<file path="src/rtl/i2c_target.sv">
// I2C target: oversampled SCL/SDA, START/STOP detection, addressed write path with ACK.
// Define I2C_TARGET_READ_EN to add read support; without it read requests are NACKed.
module i2c_target #(
  parameter logic [6:0] ADDR = 7'h42,
  parameter int         SYNC = 2
) (
  input  logic       clk,
  input  logic       rst,
  input  logic       scl_in,
  input  logic       sda_in,
  output logic       sda_oe,
  output logic [7:0] rx_data,
  output logic       rx_valid,
  input  logic [7:0] tx_data,
  output logic       tx_load,
  output logic       busy
);

`ifdef I2C_TARGET_READ_EN
  typedef enum logic [2:0] {
    S_IDLE, S_ADDR, S_ADDR_ACK, S_WR_DATA, S_WR_ACK, S_RD_DATA, S_RD_ACK, S_IGNORE
  } state_t;
`else
  typedef enum logic [2:0] {
    S_IDLE, S_ADDR, S_ADDR_ACK, S_WR_DATA, S_WR_ACK, S_IGNORE
  } state_t;
`endif

  logic [SYNC-1:0] scl_sync_q, sda_sync_q;
  logic            scl_prev_q, sda_prev_q;
  logic            scl_s, sda_s;
  logic            scl_rise, scl_fall, start_det, stop_det;

  state_t          state_q;
  logic [2:0]      cnt_q;
  logic [6:0]      sr_q;
  logic            sda_oe_q;
  logic [7:0]      rx_data_q;
  logic            rx_valid_q;
  logic            busy_q;
  logic [7:0]      byte_in;
  logic            addr_hit;

`ifdef I2C_TARGET_READ_EN
  logic            rw_q;
  logic            tx_load_q;
  logic [6:0]      tx_sr_q;
`else
  logic            tx_data_unused;
  assign tx_data_unused = ^tx_data;
`endif

  // Synchronizers reset to the idle-bus level so release of rst never looks like START/STOP
  always_ff @(posedge clk or posedge rst) begin
    if (rst) begin
      scl_sync_q <= '1;
      sda_sync_q <= '1;
      scl_prev_q <= 1'b1;
      sda_prev_q <= 1'b1;
    end else begin
      scl_sync_q <= {scl_sync_q[SYNC-2:0], scl_in};
      sda_sync_q <= {sda_sync_q[SYNC-2:0], sda_in};
      scl_prev_q <= scl_s;
      sda_prev_q <= sda_s;
    end
  end

  assign scl_s     = scl_sync_q[SYNC-1];
  assign sda_s     = sda_sync_q[SYNC-1];
  assign scl_rise  = scl_s & ~scl_prev_q;
  assign scl_fall  = ~scl_s & scl_prev_q;
  assign start_det = scl_s & scl_prev_q & sda_prev_q & ~sda_s;
  assign stop_det  = scl_s & scl_prev_q & ~sda_prev_q & sda_s;

  assign byte_in   = {sr_q, sda_s};
`ifdef I2C_TARGET_READ_EN
  assign addr_hit  = (byte_in[7:1] == ADDR);
`else
  assign addr_hit  = (byte_in[7:1] == ADDR) && !byte_in[0];
`endif

  // In the ACK states sda_oe_q doubles as the phase flag: 0 = ACK not yet driven, 1 = ACK on bus
  always_ff @(posedge clk or posedge rst) begin
    if (rst) begin
      state_q    <= S_IDLE;
      cnt_q      <= 3'd7;
      sr_q       <= '0;
      sda_oe_q   <= 1'b0;
      rx_data_q  <= '0;
      rx_valid_q <= 1'b0;
      busy_q     <= 1'b0;
`ifdef I2C_TARGET_READ_EN
      rw_q       <= 1'b0;
      tx_load_q  <= 1'b0;
      tx_sr_q    <= '0;
`endif
    end else begin
      rx_valid_q <= 1'b0;
`ifdef I2C_TARGET_READ_EN
      tx_load_q  <= 1'b0;
`endif
      if (start_det) begin
        state_q  <= S_ADDR;
        cnt_q    <= 3'd7;
        sda_oe_q <= 1'b0;
        busy_q   <= 1'b0;
      end else if (stop_det) begin
        state_q  <= S_IDLE;
        cnt_q    <= 3'd7;
        sda_oe_q <= 1'b0;
        busy_q   <= 1'b0;
      end else begin
        case (state_q)
          S_ADDR: begin
            if (scl_rise) begin
              sr_q  <= byte_in[6:0];
              cnt_q <= cnt_q - 3'd1;
              if (cnt_q == 3'd0) begin
                if (addr_hit) begin
                  state_q <= S_ADDR_ACK;
                  busy_q  <= 1'b1;
                end else begin
                  state_q <= S_IGNORE;
                end
`ifdef I2C_TARGET_READ_EN
                rw_q <= byte_in[0];
`endif
              end
            end
          end

          S_ADDR_ACK, S_WR_ACK: begin
            if (scl_fall) begin
              if (!sda_oe_q) begin
                sda_oe_q <= 1'b1;
              end
`ifdef I2C_TARGET_READ_EN
              else if (state_q == S_ADDR_ACK && rw_q) begin
                state_q   <= S_RD_DATA;
                cnt_q     <= 3'd7;
                tx_load_q <= 1'b1;
                sda_oe_q  <= ~tx_data[7];
                tx_sr_q   <= tx_data[6:0];
              end
`endif
              else begin
                sda_oe_q <= 1'b0;
                state_q  <= S_WR_DATA;
              end
            end
          end

          S_WR_DATA: begin
            if (scl_rise) begin
              sr_q  <= byte_in[6:0];
              cnt_q <= cnt_q - 3'd1;
              if (cnt_q == 3'd0) begin
                rx_data_q  <= byte_in;
                rx_valid_q <= 1'b1;
                state_q    <= S_WR_ACK;
              end
            end
          end

`ifdef I2C_TARGET_READ_EN
          S_RD_DATA: begin
            if (scl_fall) begin
              cnt_q <= cnt_q - 3'd1;
              if (cnt_q == 3'd0) begin
                sda_oe_q <= 1'b0;
                state_q  <= S_RD_ACK;
              end else begin
                sda_oe_q <= ~tx_sr_q[6];
                tx_sr_q  <= {tx_sr_q[5:0], 1'b0};
              end
            end
          end

          // A fall here can only follow a rise that sampled a master ACK
          S_RD_ACK: begin
            if (scl_rise && sda_s) begin
              state_q <= S_IGNORE;
              busy_q  <= 1'b0;
            end else if (scl_fall) begin
              state_q   <= S_RD_DATA;
              cnt_q     <= 3'd7;
              tx_load_q <= 1'b1;
              sda_oe_q  <= ~tx_data[7];
              tx_sr_q   <= tx_data[6:0];
            end
          end
`endif

          default: begin
          end
        endcase
      end
    end
  end

  assign sda_oe   = sda_oe_q;
  assign rx_data  = rx_data_q;
  assign rx_valid = rx_valid_q;
  assign busy     = busy_q;
`ifdef I2C_TARGET_READ_EN
  assign tx_load  = tx_load_q;
`else
  assign tx_load  = 1'b0;
`endif

endmodule

</file>
<file path="config.mk">
export PLATFORM = sky130hd
export DESIGN_NAME = i2c_target
export DESIGN_NICKNAME = d
export VERILOG_FILES = /design/src/rtl/i2c_target.sv
export SDC_FILE = /design/constraint.sdc
export NUM_CORES = 1
export LEC_CHECK = 0
export ABC_AREA = 1
export CAP_MARGIN = 20
export CORE_MARGIN = 5
export CORE_UTILIZATION = 48
export CTS_BUF_LIST = sky130_fd_sc_hd__clkbuf_8
export CTS_CLUSTER_SIZE = 30
export DETAILED_ROUTE_END_ITERATION = 8
export PLACE_DENSITY = 0.81
export SETUP_SLACK_MARGIN = 0.05
export SLEW_MARGIN = 30
export SYNTH_ARGS = -nofsm -noshare
export SYNTH_HDL_FRONTEND = slang
export SYNTH_SLANG_ARGS = --single-unit
</file>
<file path="constraint.sdc">
create_clock -name clk -period 1.4 [get_ports clk]
set_clock_uncertainty 0.1 [all_clocks]
set_input_delay 0.35 -clock clk [delete_from_list [all_inputs] [get_ports clk]]
set_output_delay 0.35 -clock clk [all_outputs]
set_load 0.01 [all_outputs]
</file>
==> run metrics, run 1 <==
result of the run=finished with violations; failing checks=negative setup slack; layout cells sized above 1=47.40%; Setup-failing EPs final=3; final non-filler cell total=~220; Die Y=about 63 µm; worst hold path class=reg -> reg; Worst VDD drop=0.001269 V; CTS Root Buffer Type=clkbuf_8; WL/cell=approximately 13 µm; DRT antenna net count=0; Crit. End Element=register; startpoint types=register; RSZ-0062 raised after global routing=yes; WHS=about 0.26 ns; H-tree depth=2; syn_area_per_cell=~9 µm²; Synth Instances=approximately 150; Final Max Slew Viols=0; largest net degree at the start of global routing=31; core footprint=2734 µm²; global-route wire length before repair=slightly below 5000 µm; # IOs=24; DRT Pass-1 Iters=4; CP max stage delay=between 0.5 and 0.6 ns; Critical Path RT=between 1 and 1.5 ns; initial antenna violation count=0; crit-path cells=nand2_4, nor2_4, nand2_2, buf_4, nand2_1, o21ai_2; Die Wd=roughly 63 µm; drc violations=0; post-synthesis cell area=roughly 1400 µm²; I/O Buffers=14; dpl cells=206; Synth Register Bits=30; clock buffer depth=2; Unique masters post-synth=21; PD cells=1590 nW/µm²; number of global-route vias before repair=about 1100; total grt overflow=0; number of nets in the layout=between 200 and 250; CTS tree=built; Min Clock Period, post-route=1.412 ns; Max-cap violations=0; n_diodes=0; fin crit share=100.8%; Lkg Pwr=0.9797 nW; crit path max-delay cell type=dfstp_2; P&R area growth vs syn=36.13%; Final Hold Viols=0; Setup TNS Final=-0.01470 ns; Final WS setup=-0.01155 ns; worst-path fanout max=5; clock transition at the registers of the reported paths=~0.06 ns; detailed-placement wirelength estimate=roughly 1900 µm; Initial Util=about half; yosys warns=0; r2r setup slk=-0.01 ns; critical path class=reg -> reg; RePlAce Congestion=a little under 0.8; first-iteration detailed-routing DRC count=63; sequential element share of the synthesized area=~56%; drt total wl=between 2000 and 3000 µm; total global-route track usage=approximately 16%; vias per inst=5.108; WP data arrival=1.49 ns; via count of the routed design=1139; final core occ=67.60%; full die area=3992 µm²; Syn Nets=roughly 170; clk_lat worst skew=approximately 0.28 ns; CTS Buf Count=5; FMAX=just over 0.7 GHz; CTS sink cnt=30; Rows=19
## cells by family after synthesis
group | count (synthesis) | share of synthesized area (%)
compound gates | 20 | 9.401
fa+ha+maj | 2 | 1.843
buf+inv | 25 | 7.834
flops | 30 | 56.13
other cells | 1 | 0.2762
simple gates | 75 | 24.52
## layer usage
layer	routed length, µm	vias up	GRT usage [%]
met5	0	-	0
li1	-	549	-
met1	1107	556	16.53
met3	166	5	6.750
met2	1532	29	27.44
met4	44	0	7.792
## worst paths after layout
| path | startpoint | endpoint | cells past startpoint |
|---|---|---|---|
| worst max-delay path | scl_sync_q[1] | rx_data[3] | 6 |
| worst min-delay path | sda_sync_q[0] | sda_sync_q[1] | 0 |
| worst max register to register | scl_sync_q[1] | rx_data[3] | 6 |
| worst min register to register | sda_sync_q[0] | sda_sync_q[1] | 0 |
| max in group asynchronous | rst | cnt_q[0] | 3 |
| min in group asynchronous | rst | sr_q[0] | 3 |
## where the power goes
| part | internal [mW] | leakage (nW) | switching (mW) |
|---|---|---|---|
| Clock | 0.388 | 0.0524 | 0.319 |
| Combinational | 0.403 | 0.550 | 0.588 |
| Sequential | 1.08 | 0.378 | 0.160 |
## layout by cell type, fill, tap and decap left out, drive strengths merged
master | Yosys | routed
clkdlybuf4s50 | 0 | 3
dfstp | 9 | 9
a21oi | 3 | 3
buf | 3 | 28
nand2 | 48 | 48
nand3 | 10 | 10
conb | 1 | 1
nor3 | 1 | 1
ha | 2 | 2
nor2 | 15 | 15
dfrtp | 21 | 21
clkinv | 0 | 1
o21ai | 16 | 16
clkbuf | 0 | 9
inv | 22 | 23
nand4 | 1 | 1
a31oi | 1 | 1
## cell usage after synthesis
cell type	count	area [µm²]
nand2_1	42	157.7
dfrtp_1	21	525.5
inv_1	19	71.32
nor2_1	13	48.80
dfstp_2	9	236.5
nand3_1	9	45.04
o21ai_0	9	45.04
o21ai_2	7	61.31
nand2_2	6	37.54
a21oi_1	3	15.01
inv_2	3	11.26
ha_1	2	25.02
nor2_4	2	22.52
a31oi_1	1	6.260
buf_2	1	5.000
buf_4	1	7.510
buf_6	1	11.26
conb_1	1	3.750
nand3_2	1	10.01
nand4_1	1	6.260
nor3_1	1	5.000
## registers in the layout, summed over array words and instances (netlist names)
| register | flops |
|---|---|
| sda_sync_q | 2 |
| busy | 1 |
| sda_oe | 1 |
| cnt_q | 3 |
| rx_valid | 1 |
| sr_q | 7 |
| scl_prev_q | 1 |
| sda_prev_q | 1 |
| state_q | 3 |
| rx_data | 8 |
| scl_sync_q | 2 |
## critical path: cells and delay by family, from the launching register on
| kind | cells | cell delay, ns |
|---|---|---|
| AO/OA/AOI/OAI | 1 | 0.05 |
| buffers and inverters | 1 | 0.17 |
| flip-flops | 1 | 0.59 |
| AND/OR/NAND/NOR | 4 | 0.40 |
## layout make-up
class / count / area (µm²)
timing repair buffer: 34 / 267.8
multi-input combinational: 98 / 603.1
clock inverter: 2 / 8.758
tap: 31 / 38.79
sequential: 30 / 762.0
clock buffer: 6 / 82.58
inverter: 22 / 85.08
fill: 206 / 885.9
## metrics by stage
stage	cell area (µm²)	power (mW)	setup WS (ns)
2_1_floorplan	1373	1.774	0.03506
3_3_place_gp	1635	1.962	0.002386
3_5_place_dp	1635	2.016	-0.03847
4_1_cts	1787	2.787	-0.03887
5_1_grt	1848	3.164	-0.09735
6_report	1848	2.939	-0.01155
## repair_timing
action | 4_1_cts | 5_1_grt
setup buffers | 5 | 3
setup endpoints to repair | 25 | 30
hold buffers | 0 | 0
resized for setup | 38 | 40
pin swaps | 3 | 3
gates cloned | 0 | 1
Power figures use the tool's default switching activity.
==> run 2, diff against run 1 <==
--- a/config.mk
+++ b/config.mk
@@ -12,6 +12,7 @@
 export CTS_BUF_LIST = sky130_fd_sc_hd__clkbuf_8
 export CTS_CLUSTER_SIZE = 30
 export DETAILED_ROUTE_END_ITERATION = 8
+export MAX_ROUTING_LAYER = met4
 export PLACE_DENSITY = 0.81
 export SETUP_SLACK_MARGIN = 0.05
 export SLEW_MARGIN = 30
==> run metrics, run 2 (synthesis gave the netlist of run 1 again) <==
result of the run=finished with violations (unchanged); failing checks=negative setup slack (unchanged); RePlAce Congestion=0.7992 (was 0.7881); final core occ=67.60% (unchanged); # IOs=24 (unchanged); clk_lat worst skew=0.29 ns (was 0.28 ns); critical path class=reg -> reg (unchanged); WP data arrival=1.49 ns (about the same); CTS sink cnt=30 (unchanged); met3 WL=157 µm (was 166 µm); I/O Buffers=14 (unchanged); drc violations=0 (unchanged); RSZ-0062 raised after global routing=yes (unchanged); Final WS setup=-0.009762 ns (was -0.01155 ns); DRT Pass-1 Iters=4 (unchanged); Crit path max-delay family=flip-flops (unchanged); CTS tree=built (unchanged); CP max stage delay=0.59 ns (about the same); DR top layer=met4 (unchanged); drt total wl=2873 µm (was 2851 µm); Final Max Slew Viols=0 (unchanged); Final Hold Viols=0 (unchanged); Worst VDD drop=0.001269 V (about the same); WHS=0.2552 ns (unchanged); CP Buf/Inv Count=1 (unchanged); worst-path fanout max=5 (unchanged); dpl cells=206 (unchanged); Lkg Pwr=0.9797 nW (unchanged); n_diodes=0 (unchanged); commonest non-fill, non-tap cell in the layout=nand2_1 (unchanged); Die Wd=63.18 µm (unchanged); Hold Buf Count CTS=0 (unchanged); CTS Buf Count=5 (unchanged); DRT antenna net count=0 (unchanged); Met1 Wirelength=1143 µm (was 1107 µm); placed cell areas=1635 µm² (unchanged); Rows=19 (unchanged); r2r setup slk=-0.01 ns (about the same); Initial Util=49.66% (unchanged); WL/cell=12.88 µm (was 12.78 µm); vias per inst=5.108 (unchanged); total global-route track usage=16.28% (was 15.95%); Setup TNS Final=-0.01102 ns (was -0.01470 ns); number of nets in the layout=205 (unchanged); final instance area=1848 µm² (unchanged); crit path max-delay cell type=dfstp_2 (unchanged); met2 WL=1527 µm (was 1532 µm); core footprint=2734 µm² (unchanged); PD cells=1593 nW/µm² (was 1590 nW/µm²); Crit. End Element=register (unchanged); Min Clock Period, post-route=1.410 ns (was 1.412 ns); Critical Path RT=1.48 ns (about the same); clock transition at the registers of the reported paths=0.06 ns (about the same); detailed-placement wirelength estimate=1887 µm (unchanged); clock buffer depth=2 (unchanged); Pwr Total=2.944 mW (was 2.939 mW); CTS Root Buffer Type=clkbuf_8 (unchanged); Max-cap violations=0 (unchanged); largest net degree at the start of global routing=31 (unchanged); FMAX=0.7093 GHz (was 0.7084 GHz); DP Worst Slack=-0.03847 ns (unchanged); H-tree depth=2 (unchanged); global-route wire length before repair=4919 µm (unchanged); fin crit share=100.7% (was 100.8%); Setup-failing EPs final=2 (was 3); crit-path cells=nand2_4, nor2_4, nand2_2, buf_4, nand2_1, o21ai_2 (unchanged); final non-filler cell total=223 (unchanged); total grt overflow=0 (unchanged); worst hold path class=reg -> reg (unchanged); layout cells sized above 1=47.40% (unchanged); most frequent cells in the layout=nand2_1 (29), dfrtp_1 (21), inv_1 (17), buf_4 (16), nand2_2 (13) (unchanged); full die area=3992 µm² (unchanged); max reg flops=8 (unchanged); number of global-route vias before repair=1139 (was 1142); via count of the routed design=1139 (unchanged); first-iteration detailed-routing DRC count=63 (unchanged); Die Y=63.18 µm (unchanged); initial antenna violation count=0 (unchanged); P&R area growth vs syn=36.13% (unchanged); startpoint types=register (unchanged)
==> run 2: cell counts in the layout (fill, tap and decap cells not counted) <==
Identical to the previous run, type by type.
==> run 2: cell type report <==
| class | instances | area, µm² |
|---|---|---|
| Fill cell | 206 | 885.9 |
| Sequential cell | 30 | 762.0 |
| Multi-Input combinational cell | 98 | 603.1 |
| Timing Repair Buffer | 34 | 267.8 |
| Inverter | 22 | 85.08 |
| Clock buffer | 6 | 82.58 |
| Tap cell | 31 | 38.79 |
| Clock inverter | 2 | 8.758 |
==> run 2: where the power goes <==
| part | switching [mW] | internal, mW | total (mW) |
|---|---|---|---|
| logic | 0.590 | 0.403 | 0.993 |
| clock network | 0.322 | 0.388 | 0.710 |
| registers | 0.160 | 1.08 | 1.24 |
==> run 2: layer usage <==
layer | global-route usage, % | vias up
li1 | - | 549
met1 | 16.53 | 554
met2 | 27.44 | 30
met3 | 6.217 | 6
met4 | 7.792 | 0
met5 | - | -
==> run 2: timing repair <==
item,4_1_cts,5_1_grt
pin swaps,3,3
hold endpoints to repair,0,0
cloned,0,1
gates resized for setup,38,40
setup endpoints to repair,25,30
setup buffers,5,3
==> run 2: path summary, 6_finish.rpt <==
kind                            endpoint     startpoint  cells after the start
setup / recovery              rx_data[3]  scl_sync_q[1]                      6
hold / removal             sda_sync_q[1]  sda_sync_q[0]                      0
setup reg to reg              rx_data[3]  scl_sync_q[1]                      6
hold reg to reg            sda_sync_q[1]  sda_sync_q[0]                      0
max in group asynchronous       cnt_q[0]            rst                      3
min in group asynchronous        sr_q[0]            rst                      3
==> run 3, diff against run 2 <==
--- a/config.mk
+++ b/config.mk
@@ -7,11 +7,13 @@
 export LEC_CHECK = 0
 export ABC_AREA = 1
 export CAP_MARGIN = 20
+export CORE_ASPECT_RATIO = 0.8
 export CORE_MARGIN = 5
 export CORE_UTILIZATION = 48
 export CTS_BUF_LIST = sky130_fd_sc_hd__clkbuf_8
 export CTS_CLUSTER_SIZE = 30
 export DETAILED_ROUTE_END_ITERATION = 8
+export GPL_ROUTABILITY_DRIVEN = 1
 export MAX_ROUTING_LAYER = met4
 export PLACE_DENSITY = 0.81
 export SETUP_SLACK_MARGIN = 0.05
==> run metrics, run 3 (synthesis gave the netlist of run 1 again) <==
crit path max-delay cell type=dfstp_2 (unchanged); WL/cell=13.47 µm (was 12.88 µm); commonest non-fill, non-tap cell in the layout=nand2_1 (unchanged); n_diodes=0 (unchanged); Clock Power Share=24.0% (was 24.1%); placed cell areas=1624 µm² (was 1635 µm²); critical path class=reg -> reg (unchanged); largest net degree at the start of global routing=31 (unchanged); CP Buf/Inv Count=2 (was 1); initial antenna violation count=0 (unchanged); crit-path cells=nand2_4, buf_4, nor2_4, buf_6, nand2_2, nand2_1, nand3_2 (was nand2_4, nor2_4, nand2_2, buf_4, nand2_1, o21ai_2); clock buffer depth=2 (unchanged); Min-Delay Startpoint=scl_sync_q[0] (was sda_sync_q[0]); result of the run=finished with violations (unchanged); Setup TNS Final=-0.2440 ns (was -0.01102 ns); H-tree depth=2 (unchanged); P&R area growth vs syn=32.81% (was 36.13%); multi-input logic area=569.3 µm² (was 603.1 µm²); layout cells sized above 1=42.41% (was 47.40%); total global-route track usage=16.24% (was 16.28%); P_sw=1.071 mW (was 1.072 mW); FMAX=0.6900 GHz (was 0.7093 GHz); WHS Path Cells=0 (unchanged); combinational power share=34.0% (was 33.7%); core footprint=2744 µm² (was 2734 µm²); CTS sink cnt=30 (unchanged); internal power=1.864 mW (was 1.872 mW); CTS Buf Count=5 (unchanged); Min Clock Period, post-route=1.449 ns (was 1.410 ns); failing checks=negative setup slack (unchanged); CP max stage delay=0.59 ns (about the same); # IOs=24 (unchanged); clk_lat worst skew=0.29 ns (about the same); R2R cell count=7 (was 6); Setup-failing EPs final=11 (was 2); final instance area=1803 µm² (was 1848 µm²); total grt overflow=0 (unchanged); Hold Buf Count CTS=0 (unchanged); first-iteration detailed-routing DRC count=96 (was 63); CTS Root Buffer Type=clkbuf_8 (unchanged); Rows=17 (was 19); Worst VDD drop=0.0008756 V (was 0.001269 V); drt total wl=3085 µm (was 2873 µm); Die Wd=69.46 µm (was 63.18 µm); FF-to-FF End=cnt_q[2] (was rx_data[3]); number of nets in the layout=204 (was 205); Final Hold Viols=0 (unchanged); detailed-placement wirelength estimate=1896 µm (was 1887 µm); PD cells=1628 nW/µm² (was 1593 nW/µm²); Crit. End Element=register (unchanged); I/O Buffers=14 (unchanged); Sequential Power Share=41.9% (was 42.1%); via count of the routed design=1159 (was 1139); RePlAce Congestion=0.7730 (was 0.7992); DRT antenna net count=0 (unchanged); WP data arrival=1.57 ns (was 1.49 ns); startpoint types=register (unchanged); fillers=205 (was 206); vias per inst=5.061 (was 5.108); r2r setup slk=-0.05 ns (was -0.01 ns); WHS Endpoint=scl_sync_q[1] (was sda_sync_q[1]); Die Y=57.57 µm (was 63.18 µm); Final Max Slew Viols=0 (unchanged); RSZ-0062 raised after global routing=yes (unchanged); Final WS setup=-0.04920 ns (was -0.009762 ns); reg2reg start=scl_sync_q[1] (unchanged); Critical Path RT=1.52 ns (was 1.48 ns); most frequent cells in the layout=nand2_1 (35), dfrtp_1 (21), inv_1 (17), buf_4 (16), nor2_1 (13) (was nand2_1 (29), dfrtp_1 (21), inv_1 (17), buf_4 (16), nand2_2 (13)); worst-path fanout max=7 (was 5); max reg flops=8 (unchanged); clock transition at the registers of the reported paths=0.06 ns (about the same); Sw Share=36.49% (was 36.41%); DRT Pass-1 Iters=4 (unchanged); Crit path max-delay family=flip-flops (unchanged); global-route wire length before repair=4788 µm (was 4919 µm); fin crit share=103.5% (was 100.7%); CTS tree=built (unchanged); Initial Util=49.48% (was 49.66%); drc violations=0 (unchanged); full die area=3998 µm² (was 3992 µm²); Max-cap violations=0 (unchanged); Lkg Pwr=0.9439 nW (was 0.9797 nW); Register Area=762.0 µm² (unchanged); worst hold path class=reg -> reg (unchanged); number of global-route vias before repair=1105 (was 1139)
==> run 3: cell count changes in the layout (fill, tap and decap cells not counted), moves of 2 or more <==
| cell | previous run | this run |
|---|---|---|
| clkbuf_2 | 3 | 5 |
| o21ai_1 | 1 | 3 |
| nand2_2 | 13 | 9 |
| o21ai_2 | 11 | 8 |
| nand2_1 | 29 | 35 |
| nand2_4 | 6 | 4 |
| buf_2 | 8 | 6 |
==> run 3: worst reg2reg max path, delay by kind of cell (launching register included) <==
kind | cells | cell delay [ns]
flops | 1 | 0.59
simple gates | 5 | 0.39
buf+inv | 2 | 0.30
==> run 3: stage by stage <==
step	worst slack (ns)	std cells	hold slack [ns]	total power, mW	util [%]
floorplan	0.03506	153	0.2452	1.774	-
global placement	-0.003917	212	0.2458	1.957	59.19
detailed placement	-0.07049	212	0.2504	2.036	59.19
CTS	-0.03757	224	0.2594	2.806	64.30
global route	-0.1369	229	0.2634	3.113	65.71
finish	-0.04920	229	0.2584	2.935	65.71
==> run 3: metal layers <==
layer	track usage [%]	share of wire, %
met2	27.45	49
met5	-	0
met3	7.218	7.6
met4	6.685	4.2
met1	16.59	39
==> run 3: cell type report <==
class                      instances  area share [%]
timing repair buffer              33           13.74
inverter                          22           4.719
multi-input combinational         98           31.58
sequential                        30           42.26
tap                               38           2.637
clock buffer                       6           4.580
clock inverter                     2          0.4858
==> run 3: timing repair <==
| action | 4_1_cts | 5_1_grt |
|---|---|---|
| resized for setup | 40 | 24 |
| setup endpoints to repair | 25 | 31 |
| pin swaps | 6 | 4 |
| cloned | 0 | 1 |
| setup buffers | 4 | 4 |
==> run 3: how the worst max path moves through the flow <==
stage | startpoint | to | cells past startpoint
after detailed placement | cnt_q[0] | state_q[0] | 10
after global routing | scl_sync_q[1] | state_q[0] | 7
after floorplan | cnt_q[0] | state_q[2] | 10
after CTS | cnt_q[1] | state_q[2] | 10
final | scl_sync_q[1] | cnt_q[2] | 7
after global placement | cnt_q[0] | state_q[0] | 10
==> run 3: power by group through the flow <==
stage               clock network, mW  registers (mW)  logic (mW)
floorplan                           0            1.21       0.560
global placement                    0            1.22       0.737
detailed placement                  0            1.23       0.805
CTS                             0.720            1.22       0.868
global route                    0.765            1.25        1.09
finish                          0.706            1.23       0.999
